[src/rtl/registrador_banco_ctl.sv]
// Bank of independent WIDTH-bit register channels driven by per-channel 2-bit opcodes.
// Each channel supports clear, load, hold and count, and has a sticky overflow flag.
// A snapshot pulse copies every channel's pre-edge value into a shadow bank,
// and one shadow entry at a time is read back through a select input.
module registrador_banco_ctl #(
    parameter int WIDTH    = 6,
    parameter int CHANNELS = 4,
    parameter int SAT      = 0
) (
    input  logic                                         clk,
    input  logic                                         reset_n,
    input  logic [CHANNELS*WIDTH-1:0]                    in,
    input  logic [2*CHANNELS-1:0]                        T,
    input  logic                                         snap,
    input  logic [((CHANNELS > 1) ? $clog2(CHANNELS) : 1)-1:0] rd_sel,
    output logic [CHANNELS*WIDTH-1:0]                    out,
    output logic [CHANNELS-1:0]                          ovf,
    output logic [WIDTH-1:0]                             snap_out,
    output logic                                         snap_valid
);

    localparam int SELW = (CHANNELS > 1) ? $clog2(CHANNELS) : 1;

    localparam logic [1:0] OP_CLEAR = 2'b00;
    localparam logic [1:0] OP_LOAD  = 2'b01;
    localparam logic [1:0] OP_HOLD  = 2'b10;
    localparam logic [1:0] OP_COUNT = 2'b11;

    localparam logic [WIDTH-1:0] ALL_ONES = '1;

    logic [WIDTH-1:0] shadow_w [CHANNELS];

    for (genvar k = 0; k < CHANNELS; k++) begin : g_ch
        logic [1:0]       op;
        logic [WIDTH-1:0] din;
        logic [WIDTH-1:0] val_q;
        logic [WIDTH-1:0] val_d;
        logic             ovf_q;
        logic             ovf_d;
        logic [WIDTH-1:0] shadow_q;
        logic [WIDTH:0]   inc;

        assign op  = T[2*k +: 2];
        assign din = in[k*WIDTH +: WIDTH];
        // The extra top bit is the carry; it only flags overflow, never reaches the value.
        assign inc = {1'b0, val_q} + {{WIDTH{1'b0}}, 1'b1};

        always_comb begin
            val_d = val_q;
            ovf_d = ovf_q;
            case (op)
                OP_CLEAR: begin
                    val_d = '0;
                    ovf_d = 1'b0;
                end
                OP_LOAD: begin
                    val_d = din;
                end
                OP_HOLD: begin
                    val_d = val_q;
                end
                OP_COUNT: begin
                    if (inc[WIDTH]) begin
                        ovf_d = 1'b1;
                        val_d = (SAT != 0) ? ALL_ONES : '0;
                    end else begin
                        val_d = inc[WIDTH-1:0];
                    end
                end
                default: begin
                    val_d = val_q;
                end
            endcase
        end

        // Shadow samples val_q, i.e. the value before this edge's update.
        always_ff @(posedge clk or negedge reset_n) begin
            if (!reset_n) begin
                val_q    <= '0;
                ovf_q    <= 1'b0;
                shadow_q <= '0;
            end else begin
                val_q <= val_d;
                ovf_q <= ovf_d;
                if (snap) begin
                    shadow_q <= val_q;
                end
            end
        end

        assign out[k*WIDTH +: WIDTH] = val_q;
        assign ovf[k]                = ovf_q;
        assign shadow_w[k]           = shadow_q;
    end

    always_ff @(posedge clk or negedge reset_n) begin
        if (!reset_n) begin
            snap_valid <= 1'b0;
        end else if (snap) begin
            snap_valid <= 1'b1;
        end
    end

    // Selects that name no existing channel fall through to zero.
    always_comb begin
        snap_out = '0;
        for (int k = 0; k < CHANNELS; k++) begin
            if (rd_sel == SELW'(k)) begin
                snap_out = shadow_w[k];
            end
        end
    end

endmodule

[config.mk]
export PLATFORM = sky130hd
export DESIGN_NAME = registrador_banco_ctl
export DESIGN_NICKNAME = d
export VERILOG_FILES = /design/src/rtl/registrador_banco_ctl.sv
export SDC_FILE = /design/constraint.sdc
export NUM_CORES = 1
export LEC_CHECK = 0
export BUFFER_PORTS_ARGS = -buffer_cell sky130_fd_sc_hd__clkbuf_2
export CAP_MARGIN = 20
export CORE_MARGIN = 2
export CORE_UTILIZATION = 57
export CTS_CLUSTER_SIZE = 14
export DETAILED_ROUTE_END_ITERATION = 16
export GPL_TIMING_DRIVEN = 0
export PLACE_DENSITY = 0.85
export RECOVER_POWER = 50
export SLEW_MARGIN = 15
export SYNTH_ARGS = -nofsm -noshare
export SYNTH_HDL_FRONTEND = slang
export SYNTH_SLANG_ARGS = --single-unit
[constraint.sdc]
create_clock -name clk -period 4.15 [get_ports clk]
set_input_delay 0.6225 -clock clk [delete_from_list [all_inputs] [get_ports clk]]
set_output_delay 0.6225 -clock clk [all_outputs]
set_load 0.005 [all_outputs]
==> metrics.txt <==
# TYPE chip_impl_metric gauge
chip_impl_metric{name="fin_hold_ws",unit="ns"} 0.390
chip_impl_metric{name="critical_path_fanouts_max",unit=""} 6
chip_impl_info{name="category_of_the_critical_setup_timing_path",value="in -> out"} 1
chip_impl_info{name="startpoint_type",value="input pin"} 1
chip_impl_metric{name="r2r_slack",unit="ns"} 2.65
chip_impl_info{name="cpMaxStageDelayCell",value="mux4_1"} 1
chip_impl_metric{name="die_area",unit="um2"} 5480
chip_impl_info{name="cts_tree",value="built"} 1
chip_impl_metric{name="synth_cell_type_count",unit=""} 35
chip_impl_metric{name="vias",unit=""} 2183
chip_impl_info{name="cell_breakdown_of_the_critical_path",value="buf_6 > mux4_1 > clkbuf_2"} 1
chip_impl_metric{name="track_usage",unit=""} 0.227
chip_impl_metric{name="post_cts.resized_instances",unit=""} 0
chip_impl_info{name="r2r-end",value="g_ch[3].val_q[4]"} 1
chip_impl_metric{name="finalCritPeriodShare",unit=""} 0.497
chip_impl_metric{name="ff2ff_path_depth",unit=""} 4
chip_impl_metric{name="dpl_cell_area",unit="um2"} 3230
chip_impl_metric{name="clock-skew-final",unit="ns"} 0.00845
chip_impl_metric{name="dieWidth",unit="um"} 74.1
chip_impl_metric{name="drive_above_1_share",unit=""} 0.398
chip_impl_metric{name="grt_pass1_vias",unit=""} 2021
chip_impl_metric{name="vdd_drop_max",unit="mV"} 0.206
chip_impl_metric{name="cts_setup_buffers",unit=""} 0
chip_impl_metric{name="wl_per_cell",unit="um"} 15.4
chip_impl_metric{name="setup_total_negative_slack",unit="ns"} 0
chip_impl_metric{name="floorplan.die.height",unit="um"} 74.1
chip_impl_metric{name="synthDominantCellAreaShare",unit=""} 0.474
chip_impl_metric{name="cts.clk_slew.worst_paths",unit="ns"} 0.08
chip_impl_metric{name="syn-cell-area",unit="um2"} 2800
chip_impl_metric{name="hold_viol_final",unit=""} 0
chip_impl_info{name="yosys_most_used_dff",value="dfrtp_1"} 1
chip_impl_metric{name="tritoncts_buffers",unit=""} 5
chip_impl_metric{name="clk-insertion-delay-late",unit="ns"} 0.30
chip_impl_metric{name="floorplan.initialDensity",unit=""} 0.592
chip_impl_info{name="crit_path_end_kind",value="output pin"} 1
chip_impl_metric{name="flow.area_growth_from_synthesis",unit="%"} 17.8
chip_impl_metric{name="max_freq",unit="GHz"} 0.485
chip_impl_metric{name="cts_sink_count",unit=""} 53
chip_impl_metric{name="detail_route.iter0.violations",unit=""} 188
chip_impl_info{name="post_synth_main_area_contributors",value="dfrtp_1 47%, mux2_2 10%, mux4_1 5.6%"} 1
chip_impl_metric{name="finish.net_count",unit=""} 351
chip_impl_info{name="synth.largest_area_cell",value="dfrtp_1"} 1
chip_impl_metric{name="cts_max_level",unit=""} 2
chip_impl_metric{name="place.gp.congestion",unit=""} 0.821
chip_impl_metric{name="ys_seq_area_frac",unit=""} 0.474
chip_impl_metric{name="antennaDiodeCount",unit=""} 0
chip_impl_metric{name="rows",unit=""} 25
chip_impl_metric{name="final_setup_slack_of_the_worst_path",unit="ns"} 2.09
chip_impl_metric{name="postCtsHoldBufs",unit=""} 0
chip_impl_info{name="run_status",value="finished, final reports clean"} 1
chip_impl_metric{name="drt.antenna.violating_nets",unit=""} 0
chip_impl_metric{name="finish.instance_area",unit="um2"} 3290
chip_impl_metric{name="worst_pin_slew",unit="ns"} 0.723
chip_impl_metric{name="antenna_found_initial",unit=""} 0
chip_impl_metric{name="max-cap-violations",unit=""} 0
chip_impl_metric{name="floorplan.io_pins",unit=""} 72
chip_impl_metric{name="synth_enable_flop_cells",unit=""} 0
chip_impl_metric{name="drc_errors",unit=""} 0
chip_impl_info{name="regToRegStartpoint",value="g_ch[3].val_q[0]"} 1
chip_impl_metric{name="post_drt_via_cell_ratio",unit=""} 5.81
chip_impl_metric{name="required",unit="ns"} 3.53
chip_impl_metric{name="worst_slew_margin_rel",unit=""} 0.518
chip_impl_metric{name="syn-instance-count",unit=""} 234
chip_impl_metric{name="core_area",unit="um2"} 4720
chip_impl_metric{name="mean_syn_cell_area",unit="um2"} 12.0
chip_impl_metric{name="place_ws",unit="ns"} 2.10
chip_impl_metric{name="yosys_register_bits",unit=""} 53
chip_impl_info{name="hold_path_class",value="in -> async"} 1
chip_impl_metric{name="crit_arrival",unit="ns"} 1.44
chip_impl_info{name="clk_root_buffer_cell",value="clkbuf_8"} 1
chip_impl_metric{name="max-clock-path-buffers",unit=""} 2
chip_impl_metric{name="cpPeakStageDelay",unit="ns"} 0.57
chip_impl_metric{name="port-buffer-count",unit=""} 69
chip_impl_metric{name="timing.final.setup_violations",unit=""} 0
chip_impl_metric{name="layout_min_cycle_time",unit="ns"} 2.06
chip_impl_metric{name="ys.warnings.count",unit=""} 0
chip_impl_metric{name="first_pass_grt_wire_length",unit="mm"} 9.60
chip_impl_metric{name="global_route.overflow_total",unit=""} 0
chip_impl_metric{name="pwr_density_cell",unit="nW/um2"} 345
chip_impl_metric{name="ys_async_sr_fraction",unit=""} 1.00
chip_impl_info{name="rsz0062_at_grt",value="false"} 1
chip_impl_metric{name="grt_max_degree",unit=""} 54
chip_impl_metric{name="leakage_power",unit="nW"} 1.55
chip_impl_metric{name="dr.pass1.iters",unit=""} 4
chip_impl_metric{name="place.detailed.hpwl",unit="mm"} 4.25
chip_impl_metric{name="postSynthNetCount",unit=""} 275
chip_impl_metric{name="number_of_max_slew_violations_in_the_final_report",unit=""} 0
chip_impl_metric{name="routed_wire_length",unit="mm"} 5.80
## cell families after synthesis
| group | count (synthesis) | share of synthesized area |
|---|---|---|
| and+or+nand+nor | 65 | 0.144 |
| muxes | 34 | 0.169 |
| AOI/OAI and AO/OA | 54 | 0.143 |
| buffers and inverters | 22 | 0.0461 |
| xor gates and xnor gates | 2 | 0.00626 |
| DFF | 53 | 0.474 |
| adders and majority gates | 4 | 0.0179 |
## stage by stage
step,util,cells,power (mW)
6_report,0.697,376,1.14
3_3_place_gp,0.683,370,0.867
3_5_place_dp,0.684,370,0.878
2_1_floorplan,-,234,0.769
4_1_cts,0.699,376,1.15
5_1_grt,0.697,376,1.20
## critical path, delay by kind of cell
family	cells	cell delay (ns)
buf+inv	2	0.25
mux	1	0.57
## registers in the layout, indices dropped and copies added (netlist names)
register       cells
g_ch.val_q        24
snap_valid         1
g_ch.shadow_q     24
g_ch.ovf_q         4
## synth_stat cells, types with 2 or more instances
cell,count
buf_2,7
nand3_1,11
buf_4,8
a22oi_1,6
inv_1,6
a31o_2,2
nand4b_1,4
nor2b_1,9
o211ai_1,11
mux2_2,26
ha_1,4
a21oi_1,5
a22o_1,6
nand4_1,5
nand2_1,15
xnor2_1,2
a32o_1,6
or3_1,3
o21ai_0,9
mux4_1,6
dfrtp_1,53
mux2_1,2
nand3b_1,8
o31ai_1,5
and3_4,5
## cell type report
cell class,count,area (um2)
inverters,6,22.5
repair buffers,69,348
flip-flops and latches,53,1330
well taps,67,83.8
fillers,385,1430
clock buffers,5,68.8
plain buffers,16,97.6
clock inverters,1,5.00
multi-input cells,159,1340
## routing by layer
metal,track usage,wire length [um],up-vias
met2,0.343,2660,73
met3,0.0447,284,10
met1,0.335,2770,1048
met4,0.0667,87,0
met5,0,0,-
li1,-,-,1052
## power by group
part           internal (mW)  switching (mW)  total, mW
combinational          0.127          0.0934      0.220
clock                  0.112           0.160      0.271
sequential             0.576          0.0698      0.646
## worst max path at each step
stage | slack (ns) | to | depth (start not counted) | startpoint
global route | 2.06 | snap_out[1] | 3 | rd_sel[0]
CTS | 2.10 | snap_out[2] | 3 | rd_sel[0]
detailed placement | 2.10 | snap_out[2] | 3 | rd_sel[0]
floorplan | 2.25 | snap_out[0] | 2 | rd_sel[0]
finish | 2.09 | snap_out[2] | 3 | rd_sel[0]
global placement | 2.10 | snap_out[2] | 3 | rd_sel[0]
## placed cells by master (no fill, tap or decap), types with 6 or more instances in the layout
cell type	Yosys	final
o21ai_0	9	9
a22o_1	6	6
dfrtp_1	53	53
o211ai_1	11	11
nor2b_1	9	9
nand3b_1	8	8
buf_4	8	6
nand3_1	11	11
inv_1	6	6
a32o_1	6	6
buf_2	7	6
clkbuf_2	0	68
a22oi_1	6	6
mux4_1	6	6
mux2_2	26	26
nand2_1	15	15
(Power assumes the default switching activity.)
